`config.mk`:
```
export PLATFORM = sky130hd
export DESIGN_NAME = uart_rx_word
export DESIGN_NICKNAME = d
export VERILOG_FILES = /design/src/rtl/uart_pkg.sv /design/src/rtl/uart_rx_byte.sv /design/src/rtl/uart_rx_word.sv
export SDC_FILE = /design/constraint.sdc
export NUM_CORES = 1
export LEC_CHECK = 0
export CAP_MARGIN = 5
export CORE_ASPECT_RATIO = 1.25
export CORE_MARGIN = 2
export CORE_UTILIZATION = 50
export CTS_CLUSTER_SIZE = 16
export DETAILED_ROUTE_END_ITERATION = 12
export PLACE_DENSITY = 0.81
export REMOVE_ABC_BUFFERS = 1
export SLEW_MARGIN = 30
export SYNTH_ARGS = -nofsm -noshare
export SYNTH_HDL_FRONTEND = slang
export SYNTH_SLANG_ARGS = --single-unit
```
`constraint.sdc`:
```
create_clock -name in_clk -period 5.49 [get_ports in_clk]
set_input_delay 0.8235 -clock in_clk [delete_from_list [all_inputs] [get_ports in_clk]]
set_output_delay 0.8235 -clock in_clk [all_outputs]
set_load 0.02 [all_outputs]
```
`src/rtl/uart_pkg.sv`:
```
// Shared definitions for the UART receive path: byte FSM state encoding and
// character-format constants.
package uart_pkg;

    localparam int DATA_BITS            = 8;
    localparam int DEFAULT_CLKS_PER_BIT = 87;

    typedef enum logic [2:0] {
        S_IDLE,
        S_START,
        S_DATA,
        S_STOP,
        S_BREAK
    } rx_state_t;

endpackage

```
`src/rtl/uart_rx_byte.sv`:
```
// Two-flop synchronizer plus 8N1 byte receiver. Each bit is sampled near its
// centre; byte_valid and frame_err are one-cycle registered pulses.
module uart_rx_byte
    import uart_pkg::*;
#(
    parameter int CLKS_PER_BIT = DEFAULT_CLKS_PER_BIT
) (
    input  logic                 clk,
    input  logic                 rst,
    input  logic                 rx_serial,
    output logic [DATA_BITS-1:0] byte_data,
    output logic                 byte_valid,
    output logic                 frame_err,
    output logic                 idle
);
    localparam int CNT_W = $clog2(CLKS_PER_BIT);
    localparam int BIT_W = $clog2(DATA_BITS);
    localparam logic [CNT_W-1:0] HALF_LAST = CNT_W'(CLKS_PER_BIT / 2 - 1);
    localparam logic [CNT_W-1:0] FULL_LAST = CNT_W'(CLKS_PER_BIT - 1);
    localparam logic [BIT_W-1:0] BIT_LAST  = BIT_W'(DATA_BITS - 1);

    logic [1:0]           sync_reg;
    logic                 rxs;
    rx_state_t            state_reg;
    rx_state_t            state_next;
    logic [CNT_W-1:0]     cnt_reg;
    logic [BIT_W-1:0]     bit_reg;
    logic [DATA_BITS-1:0] shift_reg;
    logic                 tick;
    logic                 valid_next;
    logic                 err_next;

    always_ff @(posedge clk or posedge rst) begin
        if (rst) sync_reg <= 2'b11;
        else     sync_reg <= {sync_reg[0], rx_serial};
    end

    assign rxs = sync_reg[1];

    // The cycle in which the start edge is detected counts as the first of the
    // half bit, which is why the counter is preloaded with 1 while idle.
    assign tick = (state_reg == S_START) ? (cnt_reg == HALF_LAST) : (cnt_reg == FULL_LAST);

    always_ff @(posedge clk or posedge rst) begin
        if (rst) state_reg <= S_IDLE;
        else     state_reg <= state_next;
    end

    always_comb begin
        state_next = state_reg;
        case (state_reg)
            S_IDLE:  if (!rxs) state_next = S_START;
            S_START: if (tick) state_next = rxs ? S_IDLE : S_DATA;
            S_DATA:  if (tick && bit_reg == BIT_LAST) state_next = S_STOP;
            S_STOP:  if (tick) state_next = rxs ? S_IDLE : S_BREAK;
            S_BREAK: if (rxs) state_next = S_IDLE;
            default: state_next = S_IDLE;
        endcase
    end

    always_comb begin
        valid_next = (state_reg == S_STOP) && tick && rxs;
        err_next   = (state_reg == S_STOP) && tick && !rxs;
        idle       = (state_reg == S_IDLE);
    end

    always_ff @(posedge clk or posedge rst) begin
        if (rst) begin
            cnt_reg    <= '0;
            bit_reg    <= '0;
            shift_reg  <= '0;
            byte_valid <= 1'b0;
            frame_err  <= 1'b0;
        end else begin
            byte_valid <= valid_next;
            frame_err  <= err_next;
            if (state_reg == S_IDLE) begin
                cnt_reg <= CNT_W'(1);
                bit_reg <= '0;
            end else if (tick) begin
                cnt_reg <= '0;
            end else begin
                cnt_reg <= cnt_reg + CNT_W'(1);
            end
            if (state_reg == S_DATA && tick) begin
                shift_reg <= {rxs, shift_reg[DATA_BITS-1:1]};
                bit_reg   <= bit_reg + BIT_W'(1);
            end
        end
    end

    assign byte_data = shift_reg;

endmodule

```
`src/rtl/uart_rx_word.sv`:
```
// Assembles WORD_BYTES received bytes (first byte in the MSBs) into one word,
// drops stale partial words after line silence, and presents words over valid/ready.
module uart_rx_word
    import uart_pkg::*;
#(
    parameter int CLKS_PER_BIT = DEFAULT_CLKS_PER_BIT,
    parameter int WORD_BYTES   = 2,
    parameter int TIMEOUT_BITS = 16
) (
    input  logic                          in_clk,
    input  logic                          in_rst,
    input  logic                          rx_serial,
    output logic [DATA_BITS*WORD_BYTES-1:0] out_word,
    output logic                          out_valid,
    input  logic                          in_ready,
    output logic                          out_frame_err,
    output logic                          out_overrun
);
    localparam int WORD_W   = DATA_BITS * WORD_BYTES;
    localparam int IDX_W    = (WORD_BYTES > 1) ? $clog2(WORD_BYTES) : 1;
    localparam int SH_N     = (WORD_BYTES > 1) ? WORD_BYTES - 1 : 1;
    localparam int TO_LIMIT = TIMEOUT_BITS * CLKS_PER_BIT;
    localparam int TO_W     = (TO_LIMIT > 1) ? $clog2(TO_LIMIT) : 1;
    localparam logic [IDX_W-1:0] IDX_LAST = IDX_W'(WORD_BYTES - 1);
    localparam logic [TO_W-1:0]  TO_LAST  = (TO_LIMIT > 0) ? TO_W'(TO_LIMIT - 1) : '0;

    logic [DATA_BITS-1:0]           rx_byte;
    logic                           rx_valid;
    logic                           rx_err;
    logic                           rx_idle;
    logic [IDX_W-1:0]               idx_reg;
    logic [TO_W-1:0]                to_cnt_reg;
    logic                           to_hit;
    logic [SH_N-1:0][DATA_BITS-1:0] shadow_reg;
    logic [WORD_W-1:0]              done_word;
    logic                           word_done;
    logic [WORD_W-1:0]              word_reg;
    logic                           valid_reg;
    logic                           overrun_reg;

    uart_rx_byte #(
        .CLKS_PER_BIT(CLKS_PER_BIT)
    ) u_byte (
        .clk       (in_clk),
        .rst       (in_rst),
        .rx_serial (rx_serial),
        .byte_data (rx_byte),
        .byte_valid(rx_valid),
        .frame_err (rx_err),
        .idle      (rx_idle)
    );

    // Silence is only measured while a partial word is pending; any start bit
    // takes the receiver out of idle and so restarts the count.
    assign to_hit = (TO_LIMIT > 0) && rx_idle && (idx_reg != '0) && (to_cnt_reg == TO_LAST);

    always_ff @(posedge in_clk or posedge in_rst) begin
        if (in_rst)                                 to_cnt_reg <= '0;
        else if (!rx_idle || idx_reg == '0 || to_hit) to_cnt_reg <= '0;
        else                                        to_cnt_reg <= to_cnt_reg + TO_W'(1);
    end

    always_ff @(posedge in_clk or posedge in_rst) begin
        if (in_rst)        idx_reg <= '0;
        else if (rx_err)   idx_reg <= '0;
        else if (rx_valid) idx_reg <= (idx_reg == IDX_LAST) ? '0 : idx_reg + IDX_W'(1);
        else if (to_hit)   idx_reg <= '0;
    end

    always_ff @(posedge in_clk or posedge in_rst) begin
        if (in_rst) begin
            shadow_reg <= '0;
        end else begin
            for (int k = 0; k < WORD_BYTES - 1; k++) begin
                if (rx_valid && idx_reg == IDX_W'(k)) shadow_reg[k] <= rx_byte;
            end
        end
    end

    // The final byte bypasses the shadow so the word is ready the cycle it lands.
    for (genvar gi = 0; gi < WORD_BYTES; gi++) begin : g_asm
        if (gi == WORD_BYTES - 1) begin : g_last
            assign done_word[DATA_BITS*(WORD_BYTES-gi)-1 -: DATA_BITS] = rx_byte;
        end else begin : g_prev
            assign done_word[DATA_BITS*(WORD_BYTES-gi)-1 -: DATA_BITS] = shadow_reg[gi];
        end
    end

    assign word_done = rx_valid && (idx_reg == IDX_LAST);

    always_ff @(posedge in_clk or posedge in_rst) begin
        if (in_rst) begin
            word_reg    <= '0;
            valid_reg   <= 1'b0;
            overrun_reg <= 1'b0;
        end else begin
            overrun_reg <= 1'b0;
            if (word_done) begin
                if (!valid_reg || in_ready) begin
                    word_reg  <= done_word;
                    valid_reg <= 1'b1;
                end else begin
                    overrun_reg <= 1'b1;
                end
            end else if (valid_reg && in_ready) begin
                valid_reg <= 1'b0;
            end
        end
    end

    assign out_word      = word_reg;
    assign out_valid     = valid_reg;
    assign out_overrun   = overrun_reg;
    assign out_frame_err = rx_err;

endmodule

```
* After elaboration in Yosys (flattened, before gate mapping) *
Cells that the tools add are included.

word-level totals
  flip-flop bits (word level) = 63
  input bits = 4
  output and inout port bits = 19

cells by class
  add/subtract/negate cells = 4
  equal/unequal tests = 14
  muxes and demuxes = 23
  bitwise logic cells = 1
  reduce and logical (&&, ||, !) cells = 23

operators by type and width
  cell                   number
  $mux 3                 8
  $pmux 3 s5             1
  $mux 7                 2
  $add 11x1->11 const B  1
  $eq 11x11->1 const B   1
  $mux 11                1
  $logic_and 1x1->1      10
  $mux 1                 10
  $ne 2x1->1 const B     5
  $add 7x1->7 const B    1
  $eq 7x6->1 const B     1
  $eq 7x7->1 const B     1
  $eq 3x2->1 const B     2
  $eq 3x3->1 const B     2
  $reduce_and 5->1       1
  $reduce_and 2->1       2
  $reduce_bool 2->1      2
  $add 3x1->3 const B    1
  $eq 3x1->1 const B     1
  $logic_not 1->1        3
  $logic_not 3->1        1
  $logic_or 1x1->1       3
  $reduce_bool 3->1      1
  $mux 2                 1
  other kinds (3)        3

* Depth between registers and ports, before layout *
  depth after elaboration = 6
  depth in mapped cells = 7
  depth with buffers taken out = 6

* By module *
From an unflattened synthesis, not the netlist that was laid out.

unflattened totals
  cells, all modules = 214
  area total of the unflattened synthesis = 2716.4 µm²

modules (own cells, without submodules)
  module        times used  cells an instance  area each (µm²)  seq. area each (µm²)
  uart_rx_word  1           118                1567.8           950.9
  uart_rx_byte  1           96                 1148.6           628.1

* Least setup slack after synthesis *
OpenSTA, ideal clock, no wires.

  kind = in2reg
  from = in in_ready
  to = reg word_reg[0], in the netlist out_word[0]
  setup time = 125 ps
  arrival = 1775 ps
  required time = 5365 ps
  setup slack = 3590 ps
  cell stages on the path = 5
  cell sequence = nand2b_1 -> nor2b_1 -> buf_2 -> buf_2 -> mux2_2

between the ends
  word-level cells in the longest chain between the ends = 2

ends and longest elaborated chain
  element                            RTL line             text
  from (decl)                        uart_rx_word.sv:15   input logic in_ready,
  $logic_or 1x1->1                   uart_rx_word.sv:99   if (!valid_reg || in_ready) begin
  $reduce_and 2->1 (no source line)  n/a
  to (signal assigned)               uart_rx_word.sv:100  word_reg <= done_word;
  to (decl)                          uart_rx_word.sv:37   logic [WORD_W-1:0] word_reg;

Every way passes these cells.
A chain may end at the register's enable or synchronous reset.

* Worst setup path in the final report *
  from = reg word_reg[6], in the netlist out_word[6]
  to = out out_word[6]

RTL lines
  element    RTL line            text
  to (decl)  uart_rx_word.sv:13  output logic [DATA_BITS*WORD_BYTES-1:0] out_word,

No word-level cell between the ends.

==> flow_metrics.py <==
metrics = {
    "sta": {
        "final_min_period_over_clock_period_pct": 38.7,
        "setup_viols_final": 0,
        "min_period_ns": 2.13,
        "highest_clock_rate_ghz": 0.470,
        "timing_max_transition_violations_final": 0,
        "worst_hold_slack_ns": 0.361,
        "finClkSkew_ns": 0.00976,
        "worst_slew_pin_slew_ns": 0.816,
        "rsz0062_at_grt": "no",
        "tns_ns": 0,
        "max_slew_margin_pct": 45.2,
        "hold_vio_cnt_final": 0,
    },
    "worst_setup_path": {
        "worst-r2r-setup-slack_ns": 3.47,
        "timing.critical_path.required_ns": 4.67,
        "maximum_fanout_encountered_on_the_critical_timing_path": 2,
        "critical-path-max-stage-delay_ns": 0.61,
        "cell_breakdown_of_the_critical_path": "clkdlybuf4s50_1",
        "criticalPathCategory": "reg2out",
        "master_of_the_slowest_instance_on_the_critical_path": "clkdlybuf4s50_1",
        "cp_top_family": "buffers and inverters",
        "worst_reg2reg_path_depth": 5,
        "rr_startpoint": "u_byte.cnt_reg[0]",
        "count_of_buffer_and_inverter_cells_on_the_critical_path": 1,
        "arrival_ns": 1.30,
        "r2r_end": "u_byte.byte_data[7]",
        "timing.critical_path.to_type": "output pin",
        "cp-start-kind": "flip-flop",
    },
    "floorplan": {
        "core-area_um2": 5120,
        "pin_count": 23,
        "start_util_pct": 52.5,
        "chipHeight_um": 86.0,
        "design.die.area_um2": 5980,
        "die_width_um": 69.6,
        "placementRows": 29,
    },
    "synth": {
        "syn_area_um2": 2690,
        "synth.yosys.warnings": 0,
        "synthDistinctLibCells": 36,
        "synth_enable_flop_cells": 0,
        "postSynthAreaPerCell_um2": 12.6,
        "synthArstFlopShare_pct": 100,
        "sequential_area_share_after_synthesis_pct": 58.8,
        "yosysTopAreaCell": "dfrtp_1",
        "synth_top_area_share_pct": 56.8,
        "postSynth.topFlopCell": "dfrtp_1",
        "synthTopCellsByArea": "dfrtp_1 (57%), mux2_2 (13%), nor2_1 (3.5%), xnor2_1 (2.6%), ha_1 (2.3%)",
        "ffs_latches_synth": 63,
        "syn_inst": 214,
    },
    "placement": {
        "port_buffers": 22,
        "gp_routability_congestion": 0.745,
        "detailedPlacementHpwl_um": 2690,
    },
    "hold_path": {
        "hp-start": "u_byte.sync_reg[0]",
        "min_delay_worst_endpoint": "u_byte.sync_reg[1]",
        "hold_class": "reg2reg",
        "timing.hold.worst_path_depth": 0,
    },
    "final_layout": {
        "largest_reg_flops": 16,
        "n_antenna_cell": 0,
        "core_occupancy_in_the_finished_layout_pct": 61.0,
        "flow.area_growth_from_synthesis_pct": 16.1,
        "multi_input_comb_area_um2": 1050,
        "regArea_um2": 1580,
        "fin_nets": 249,
        "fill_cells": 377,
        "post_route_cells_drive_above_1_share_pct": 22.0,
    },
    "run_status": {
        "run_status": "complete, no violations",
    },
    "global_route": {
        "grt_start_max_net_pins": 64,
        "overflow": 0,
        "antenna_found_initial": 0,
        "grt_usage_pct": 15.5,
        "number_of_global_route_vias_before_repair": 1595,
        "grt_pass1_wl_um": 7090,
    },
    "clocking": {
        "ctsHoldBuffers": 0,
        "cts.reportedPaths.clkPinSlew_ns": 0.07,
        "number_of_levels_the_h_tree_was_split_into": 3,
        "numClockSinks": 63,
        "cts.repair.resized": 0,
        "cts_buffer_depth": 2,
        "clkLatencyLatePin_ns": 0.33,
        "numCtsBuffers": 9,
        "cts_root_buf": "clkbuf_8",
        "post-cts-setup-buffers": 0,
        "cts_tree": "yes",
    },
    "drt": {
        "drt-initial-drc-count": 108,
        "detail_route.wl_per_cell_um": 13.5,
        "detailroute.via_count": 1609,
        "dr_vias_cell": 5.24,
        "detail_route.wirelength_um": 4140,
        "drc": 0,
        "route.antenna.remaining_nets": 0,
        "detailedRoute.firstPassIterationCount": 4,
    },
    "job": {
        "drv.max_cap_violation_count": 0,
    },
    "power": {
        "total_leakage_power_nw": 1.47,
        "max-vdd-ir-drop_mv": 0.167,
        "power_density_nw_per_um2": 277,
        "totalPowerFinal_w": 0.000863,
    },
}
-- worst register-to-register path, cell delays in order, from the launching register on --
cell and delay, ns:
dfrtp_1 0.41, inv_1 0.08, ha_1 0.22, nand3b_1 0.14, nor4_4 0.64, mux2_2 0.41
-- cell type report --
type | instances | share of cell area (%)
inverter | 4 | 0.481
tap | 62 | 2.49
multi-input combinational | 138 | 33.5
timing repair buffer | 24 | 7.54
clock inverter | 5 | 1.12
sequential | 63 | 50.6
clock buffer | 11 | 4.21
-- cells in the final DEF, fill, tap and decap left out, drive strengths merged, types with 3 or more instances in the layout --
master and instances:
nor2b 4, nand2 14, o21ai 5, dfrtp 61, xnor2 8, nand4b 4, clkinv 4, nor3 3
nand3 6, mux2 33, and3 4, a21oi 3, ha 5, xor2 6, clkbuf 11, nor2 25
inv 4, clkdlybuf4s50 22
-- cell usage after synthesis (2+ instances only) --
cell,n
xnor2_1,8
clkbuf_1,3
or3_1,2
inv_1,4
ha_1,5
xor2_1,6
mux2_2,32
a21oi_1,2
nand2_1,14
nor2_1,25
nand4b_1,3
o21ai_0,5
nand3_1,6
nand2b_1,2
dfrtp_1,61
and3_1,4
nor3_1,3
nor3b_1,2
buf_2,5
nor2b_1,4
nand4_1,2
dfstp_2,2
-- kinds of logic (layout without fill, tap and decap cells) --
group	Yosys count	count (layout)	share of synthesized area [%]
xor+xnor	14	14	4.56
fa+ha+maj	5	5	2.33
simple gates	74	74	15.2
mux	34	34	14.2
buf+inv	13	44	2.33
compound gates	11	11	2.61
flops	63	63	58.8
-- power by group --
| group | total [W] | internal [W] | switching (W) |
|---|---|---|---|
| clock | 0.000337 | 0.000164 | 0.000174 |
| sequential | 0.000486 | 0.000473 | 0.0000122 |
| combinational | 0.0000395 | 0.0000167 | 0.0000229 |
-- worst max-delay path by stage --
| stage | cells after the start | slack [ns] | from | to |
|---|---|---|---|---|
| after global routing | 1 | 3.31 | out_word[14] | out_word[14] |
| after floorplan | 1 | 3.10 | in_rst | idx_reg |
| after detailed placement | 5 | 3.21 | in_ready | out_word[13] |
| after global placement | 5 | 3.22 | in_ready | out_word[4] |
| final | 1 | 3.36 | out_word[6] | out_word[6] |
| after CTS | 1 | 3.34 | out_word[8] | out_word[8] |
-- routing by layer --
layer  vias to the layer above  GRT usage (%)  wire, um
met4                         0           9.45        97
met1                       791           19.0      1970
met5                         -              0         0
met3                         9           5.29       148
li1                        787              -         -
met2                        22           23.6      1920
-- through the flow --
| step | area (um2) | instances | setup WS [ns] |
|---|---|---|---|
| final | 3120 | 307 | 3.36 |
| after global routing | 3120 | 307 | 3.31 |
| after CTS | 3120 | 307 | 3.34 |
| after detailed placement | 2950 | 291 | 3.21 |
| after global placement | 2950 | 291 | 3.22 |
| after floorplan | 2640 | 205 | 3.10 |
Note: power is estimated with default switching activity, not from simulation.
